### config.mk
export PLATFORM = sky130hd
export DESIGN_NAME = simmem_bank_timer_flat
export DESIGN_NICKNAME = d
export VERILOG_FILES = /design/src/rtl/simmem_bank_timer_if.sv /design/src/rtl/simmem_bank_timer.sv /design/src/flat_wrapper.sv
export SDC_FILE = /design/constraint.sdc
export NUM_CORES = 1
export LEC_CHECK = 0
export BUFFER_PORTS_ARGS = -buffer_cell sky130_fd_sc_hd__buf_2
export CAP_MARGIN = 20
export CORE_ASPECT_RATIO = 0.9
export CORE_MARGIN = 5
export CORE_UTILIZATION = 59
export DETAILED_ROUTE_END_ITERATION = 12
export HOLD_SLACK_MARGIN = 0.1
export PLACE_DENSITY = 0.86
export SYNTH_ARGS = -nofsm -noshare
export SYNTH_HDL_FRONTEND = slang
export SYNTH_SLANG_ARGS = --single-unit
### constraint.sdc
create_clock -name clk_i -period 2.7 [get_ports clk_i]
set_input_delay 0.27 -clock clk_i [delete_from_list [all_inputs] [get_ports clk_i]]
set_output_delay 0.27 -clock clk_i [all_outputs]
set_load 0.02 [all_outputs]
### src/rtl/simmem_bank_timer_if.sv
// Request/completion bundle between the delay calculator and the bank timer.
// Parameters must match the timer instance that uses it.
interface simmem_bank_timer_if #(
    parameter int AddrW    = 19,
    parameter int IidW     = 3,
    parameter int BankOutW = 2
);
    logic                req_valid_i;
    logic                req_ready_o;
    logic [AddrW-1:0]    req_addr_i;
    logic [IidW-1:0]     req_iid_i;
    logic                done_valid_o;
    logic                done_ready_i;
    logic [IidW-1:0]     done_iid_o;
    logic [BankOutW-1:0] done_bank_o;

    modport master (
        output req_valid_i, req_addr_i, req_iid_i, done_ready_i,
        input  req_ready_o, done_valid_o, done_iid_o, done_bank_o
    );

    modport slave (
        input  req_valid_i, req_addr_i, req_iid_i, done_ready_i,
        output req_ready_o, done_valid_o, done_iid_o, done_bank_o
    );
endinterface

### src/rtl/simmem_bank_timer.sv
// Multi-bank DRAM timing engine: per-bank open-row tracking, latency countdown
// and round-robin completion. SIMMEM_BANK_CLOSED_PAGE_EN selects closed-page.
module simmem_bank_timer #(
    parameter int AddrW          = 19,
    parameter int RowBufLenW     = 10,
    parameter int NumBanks       = 4,
    parameter int IidW           = 3,
    parameter int DelayW         = 6,
    parameter int RowHitCost     = 4,
    parameter int PrechargeCost  = 2,
    parameter int ActivationCost = 1
) (
    input logic clk_i,
    input logic rst_ni,
    simmem_bank_timer_if.slave bus
);
    localparam int BankW   = (NumBanks > 1) ? $clog2(NumBanks) : 0;
    localparam int BW      = (BankW > 0) ? BankW : 1;
    localparam int RowW    = AddrW - RowBufLenW - BankW;
    localparam int MaxCost = PrechargeCost + ActivationCost + RowHitCost;

    // Configuration sanity checked at elaboration
    if (MaxCost >= (1 << DelayW)) begin : g_cost_chk
        $error("simmem_bank_timer: maximum cost does not fit DelayW");
    end
    if (RowHitCost < 3) begin : g_hit_chk
        $error("simmem_bank_timer: RowHitCost must be at least 3");
    end

    logic [BW-1:0]       req_bank;
    logic [RowW-1:0]     req_row;
    logic [DelayW-1:0]   cost;
    logic                accept;

    logic [NumBanks-1:0] busy;
    logic [NumBanks-1:0] pending;
    logic [NumBanks-1:0] open_valid;
    logic [RowW-1:0]     open_row [NumBanks];
    logic [DelayW-1:0]   cnt [NumBanks];
    logic [IidW-1:0]     iid [NumBanks];

    logic [BW-1:0]       ptr;
    logic [BW-1:0]       rr_bank;
    logic [BW-1:0]       idx;
    logic                found;
    logic [BW-1:0]       grant;
    logic                hold_valid;
    logic [BW-1:0]       hold_bank;
    logic                any_pending;
    logic                done_fire;

    logic                unused_col;
    assign unused_col = ^bus.req_addr_i[RowBufLenW-1:0];

    if (NumBanks > 1) begin : g_bank_sel
        assign req_bank = bus.req_addr_i[RowBufLenW+BankW-1:RowBufLenW];
    end else begin : g_bank_one
        assign req_bank = '0;
    end
    assign req_row = bus.req_addr_i[AddrW-1:RowBufLenW+BankW];

    assign bus.req_ready_o = !busy[req_bank];
    assign accept          = bus.req_valid_i && bus.req_ready_o;

`ifdef SIMMEM_BANK_CLOSED_PAGE_EN
    logic unused_row;
    assign unused_row = ^req_row ^ (^open_valid);

    // Closed page: every access activates, reads and auto-precharges
    always_comb begin
        cost = DelayW'(ActivationCost + RowHitCost + PrechargeCost);
    end
`else
    // Open page: cost depends on the row currently held in the bank
    always_comb begin
        cost = DelayW'(ActivationCost + RowHitCost);
        if (open_valid[req_bank]) begin
            if (open_row[req_bank] == req_row) begin
                cost = DelayW'(RowHitCost);
            end else begin
                cost = DelayW'(MaxCost);
            end
        end
    end
`endif

    // Round-robin search for the first pending bank starting at the pointer
    always_comb begin
        rr_bank = '0;
        found   = 1'b0;
        idx     = '0;
        for (int i = 0; i < NumBanks; i++) begin
            idx = BW'((int'(ptr) + i) % NumBanks);
            if (!found && pending[idx]) begin
                rr_bank = idx;
                found   = 1'b1;
            end
        end
    end

    // A stalled completion keeps its grant so outputs stay stable
    assign grant            = hold_valid ? hold_bank : rr_bank;
    assign any_pending      = |pending;
    assign done_fire        = any_pending && bus.done_ready_i;
    assign bus.done_valid_o = any_pending;
    assign bus.done_iid_o   = any_pending ? iid[grant] : '0;
    assign bus.done_bank_o  = any_pending ? grant : '0;

    // Per-bank acceptance, countdown and release
    always_ff @(posedge clk_i or negedge rst_ni) begin
        if (!rst_ni) begin
            busy       <= '0;
            pending    <= '0;
            open_valid <= '0;
            for (int b = 0; b < NumBanks; b++) begin
                open_row[b] <= '0;
                cnt[b]      <= '0;
                iid[b]      <= '0;
            end
        end else begin
            for (int b = 0; b < NumBanks; b++) begin
                if (accept && req_bank == BW'(b)) begin
                    busy[b] <= 1'b1;
                    cnt[b]  <= cost - DelayW'(1);
                    iid[b]  <= bus.req_iid_i;
`ifndef SIMMEM_BANK_CLOSED_PAGE_EN
                    open_valid[b] <= 1'b1;
                    open_row[b]   <= req_row;
`endif
                end else if (done_fire && grant == BW'(b)) begin
                    busy[b]    <= 1'b0;
                    pending[b] <= 1'b0;
                end else if (busy[b] && !pending[b]) begin
                    if (cnt[b] != '0) begin
                        cnt[b] <= cnt[b] - DelayW'(1);
                    end else begin
                        pending[b] <= 1'b1;
                    end
                end
            end
        end
    end

    // Arbiter pointer and grant hold across back-pressure
    always_ff @(posedge clk_i or negedge rst_ni) begin
        if (!rst_ni) begin
            ptr        <= '0;
            hold_valid <= 1'b0;
            hold_bank  <= '0;
        end else if (done_fire) begin
            ptr        <= BW'((int'(grant) + 1) % NumBanks);
            hold_valid <= 1'b0;
        end else if (any_pending) begin
            hold_valid <= 1'b1;
            hold_bank  <= grant;
        end
    end
endmodule

### src/flat_wrapper.sv
// flat-port wrapper written by rule: the top's interface ports become plain ports
module simmem_bank_timer_flat 
#(
    parameter int AddrW          = 19,
    parameter int RowBufLenW     = 10,
    parameter int NumBanks       = 4,
    parameter int IidW           = 3,
    parameter int DelayW         = 6,
    parameter int RowHitCost     = 4,
    parameter int PrechargeCost  = 2,
    parameter int ActivationCost = 1
)
  (clk_i, rst_ni, bus_req_valid_i, bus_req_addr_i, bus_req_iid_i, bus_done_ready_i, bus_req_ready_o, bus_done_valid_o, bus_done_iid_o, bus_done_bank_o);
  simmem_bank_timer_if #(.AddrW(AddrW), .IidW(IidW)) bus_i ();
  input logic clk_i;
  input logic rst_ni;
  input wire logic [$bits(bus_i.req_valid_i)-1:0] bus_req_valid_i;
  input wire logic [$bits(bus_i.req_addr_i)-1:0] bus_req_addr_i;
  input wire logic [$bits(bus_i.req_iid_i)-1:0] bus_req_iid_i;
  input wire logic [$bits(bus_i.done_ready_i)-1:0] bus_done_ready_i;
  output wire logic [$bits(bus_i.req_ready_o)-1:0] bus_req_ready_o;
  output wire logic [$bits(bus_i.done_valid_o)-1:0] bus_done_valid_o;
  output wire logic [$bits(bus_i.done_iid_o)-1:0] bus_done_iid_o;
  output wire logic [$bits(bus_i.done_bank_o)-1:0] bus_done_bank_o;
  assign bus_i.req_valid_i = bus_req_valid_i;
  assign bus_i.req_addr_i = bus_req_addr_i;
  assign bus_i.req_iid_i = bus_req_iid_i;
  assign bus_i.done_ready_i = bus_done_ready_i;
  assign bus_req_ready_o = bus_i.req_ready_o;
  assign bus_done_valid_o = bus_i.done_valid_o;
  assign bus_done_iid_o = bus_i.done_iid_o;
  assign bus_done_bank_o = bus_i.done_bank_o;
  simmem_bank_timer #(.AddrW(AddrW), .RowBufLenW(RowBufLenW), .NumBanks(NumBanks), .IidW(IidW), .DelayW(DelayW), .RowHitCost(RowHitCost), .PrechargeCost(PrechargeCost), .ActivationCost(ActivationCost)) u_core (.clk_i(clk_i), .rst_ni(rst_ni), .bus(bus_i));
endmodule
==> results_dict.tcl <==
set metrics [dict create \
    relSlewSlack_pct 49.5 \
    cpLargestDelayFamily "compound AO/OA/AOI/OAI gates" \
    cp.arrival_ns 2.38 \
    track_usage_pct 22.0 \
    global_route.overflow_total 0 \
    post_layout_net_count 499 \
    syn_inst 433 \
    drc 0 \
    crit_slowest_cell "sky130_fd_sc_hd__or4b_4" \
    layout-drive-gt1-share_pct 21.1 \
    distinct_cell_type_count_after_synthesis 56 \
    maxCapViolations 0 \
    floorplan.initialDensity_pct 60.2 \
    cp.required_ns 2.43 \
    ys_warn_count 0 \
    classification_of_the_worst_slack_hold_path "primary input to flip-flop" \
    antenna_found_initial 0 \
    critical-path-max-stage-delay_ns 0.58 \
    reg2reg_to "u_core.cnt[16]$_DFFE_PN0P_" \
    hold_path_depth 3 \
    final_worst_path_period_share_pct 98.1 \
    worst_skew_pair.late_latency_ns 0.35 \
    worst_path_max_fanout 7 \
    whs_endpoint "u_core.iid[1]$_DFFE_PN0P_" \
    tritoncts_clock_tree "done" \
    hp-start "bus_req_iid_i[1]" \
    placeableCoreArea_um2 7040 \
    worstReg2RegStart "u_core.pending[2]$_DFFE_PN0P_" \
    ff2ff_setup_slack_ns 0.21 \
    worst_ir_drop_vdd_v 0.000719 \
    clockBufferDepth 2 \
    placed_area_um2 4480 \
    critical_path_buf_inv_count 1 \
    route.final.wire_length_um 9320 \
    clk_transition_reported_paths_ns 0.08 \
    max_freq_mhz 377 \
    antenna_left 0 \
    cts_sinks 81 \
    drt-initial-drc-count 174 \
    cts_made_buffers 9 \
    first_global_vias 3424 \
    area_growth_syn_to_layout_pct 13.3 \
    crit_chain "or4b_4 -> a211oi_4 -> o31a_4 -> nor2_1 -> a211oi_1 -> buf_2" \
    wl_per_cell_um 16.6 \
    run_status "complete, no violations" \
    crit_path_start_kind "flip-flop" \
    cellLeakagePower_nw 2.26 \
    rr_worst_depth 7 \
    postSynth.topFlopCell "sky130_fd_sc_hd__dfrtp_1" \
    port-buffer-count 22 \
    post_synth_instance_area_um2 4240 \
    worst-slew-pin-transition_ns 0.755 \
    synth_seq_cells 81 \
    power_w 0.00564 \
    worstSetupStartpoint "u_core.pending[2]$_DFFE_PN0P_" \
    drt-pass1-iter-count 4 \
    final_core_util_pct 68.3 \
    path_class "flip-flop to output pin" \
    die_y_um 90.4 \
    fill_cells 532 \
    end_kind "output pin" \
    globalplace.congestion 0.812 \
    design.portCount 33 \
    post-dp-hpwl_um 6190 \
    die_area_um2 8980 \
    chipWidth_um 99.4 \
    synth_async_sr_flop_share_pct 100 \
    vias 3258 \
    hold_viol_final 0 \
    power.density_nw_per_um2 1170 \
    setup_viol_count_final 0 \
    synth_nets 467 \
    post_drt_via_cell_ratio 5.80 \
    postLayoutCellArea_um2 4800 \
    timing_max_transition_violations_final 0 \
    synth_enable_flop_cells 0 \
    htreeDepth 3 \
    cts-root-buf "sky130_fd_sc_hd__clkbuf_8" \
    syn-mean-instance-area_um2 9.79 \
    floorplan.rows 29 \
    antenna_cells_inserted 0 \
    post_route_skew_ns 0.0102 \
    grt_first_pass_wirelength_um 15800 \
    portion_of_the_post_synthesis_area_used_by_sequential_elements_pct 47.8 \
    pin_count_of_the_biggest_net_entering_global_routing 82 \
    layout_min_cycle_time_ns 2.65 \
    finalHoldWorstSlack_ns 0.163 \
]
==> layer usage <==
metal / share of wire (%) / track usage [%] / vias up
li1: - / - / 1547
met1: 43 / 27.0 / 1620
met2: 50 / 37.4 / 77
met3: 5.1 / 6.41 / 14
met4: 1.7 / 6.26 / 0
met5: 0 / 0 / -
==> cells by family after synthesis <==
logic type               after synthesis  synth area share (%)
XOR/XNOR                              20                  4.13
flip-flops                            81                  47.8
adder cells (fa/ha/maj)                8                  2.36
AO/OA/AOI/OAI                         63                  11.7
AND/OR/NAND/NOR                      192                  20.5
buffers and inverters                 36                  3.42
multiplexers                          33                  10.0
==> area by class of cell <==
cell class                      instances  area (um^2)  area share (%)
Clock buffer                           11          151            3.15
Clock inverter                          4         51.3            1.07
Inverter                               14         52.6            1.09
Multi-Input combinational cell        316         2100            43.8
Sequential cell                        81         2030            42.3
Tap cell                               93          116            2.42
Timing Repair Buffer                   43          297            6.17
==> synthesized netlist by cell type (8+ instances only) <==
| master | number | area share [%] |
|---|---|---|
| sky130_fd_sc_hd__a211oi_1 | 8 | 1.4 |
| sky130_fd_sc_hd__clkbuf_1 | 14 | 1.2 |
| sky130_fd_sc_hd__xnor2_1 | 15 | 3.1 |
| sky130_fd_sc_hd__ha_1 | 8 | 2.4 |
| sky130_fd_sc_hd__o21ai_0 | 14 | 1.7 |
| sky130_fd_sc_hd__nand2_1 | 111 | 9.8 |
| sky130_fd_sc_hd__mux2i_1 | 12 | 2.8 |
| sky130_fd_sc_hd__nor3_1 | 11 | 1.3 |
| sky130_fd_sc_hd__nand3_1 | 9 | 1.1 |
| sky130_fd_sc_hd__nor2_1 | 25 | 2.2 |
| sky130_fd_sc_hd__inv_1 | 13 | 1.2 |
| sky130_fd_sc_hd__mux2_2 | 14 | 3.7 |
| sky130_fd_sc_hd__dfrtp_1 | 81 | 48 |
==> state kept, by name (all words and copies together), names as in the netlist <==
register	cells
u_core.ptr	2
u_core.cnt	24
u_core.busy	4
u_core.hold_valid	1
u_core.open_valid	4
u_core.hold_bank	2
u_core.open_row	28
u_core.pending	4
u_core.iid	12
==> power by group <==
group	total (W)	leakage [nW]	internal, W	switching [W]
Sequential	0.00221	0.976	0.00178	0.000435
Clock	0.000907	0.102	0.000474	0.000432
Combinational	0.00253	1.19	0.00115	0.00137
==> cell usage in the layout, fill, tap and decap left out, types with 10 or more instances in the layout <==
master / count
sky130_fd_sc_hd__inv_1: 13
sky130_fd_sc_hd__xnor2_1: 15
sky130_fd_sc_hd__dfrtp_1: 77
sky130_fd_sc_hd__buf_2: 21
sky130_fd_sc_hd__nor3_1: 10
sky130_fd_sc_hd__o21ai_0: 14
sky130_fd_sc_hd__buf_4: 19
sky130_fd_sc_hd__clkbuf_8: 11
sky130_fd_sc_hd__nand2_1: 111
sky130_fd_sc_hd__mux2_2: 14
sky130_fd_sc_hd__nor2_1: 25
sky130_fd_sc_hd__mux2i_1: 12
==> worst reg2reg max path: stages (launching register included) <==
cell and delay [ns]:
sky130_fd_sc_hd__dfrtp_2 0.46, sky130_fd_sc_hd__or4b_4 0.58, sky130_fd_sc_hd__a211oi_4 0.30, sky130_fd_sc_hd__o31a_4 0.21, sky130_fd_sc_hd__buf_4 0.21, sky130_fd_sc_hd__o2111ai_1 0.21
sky130_fd_sc_hd__nor3_1 0.24, sky130_fd_sc_hd__mux2i_1 0.21
==> through the flow <==
stage               setup slack [ns]  setup TNS, ns  std cells
floorplan                      0.185              0        433
global placement               0.291              0        538
detailed placement             0.258              0        538
CTS                          0.00484              0        556
global route                 -0.0210        -0.0409        562
finish                        0.0501              0        562
==> what timing repair did <==
item                                    CTS  global route
resized for setup                         1            10
hold buffers                              0             1
pin swaps                                 2             2
setup buffers                             3             4
hold endpoints to repair                  0            81
endpoints found under the setup margin    3             3
==> how the worst max path moves through the flow <==
| stage | cells past startpoint | to | slack, ns |
|---|---|---|---|
| 2_1_floorplan | 6 | bus_done_iid_o[0] | 0.19 |
| 3_3_place_gp | 6 | bus_done_iid_o[2] | 0.29 |
| 3_5_place_dp | 6 | bus_done_iid_o[2] | 0.26 |
| 4_1_cts | 6 | bus_done_iid_o[2] | 0.005 |
| 5_1_grt | 6 | bus_done_iid_o[0] | -0.02 |
| 6_report | 6 | bus_done_iid_o[0] | 0.05 |
(Power assumes the default switching activity.)
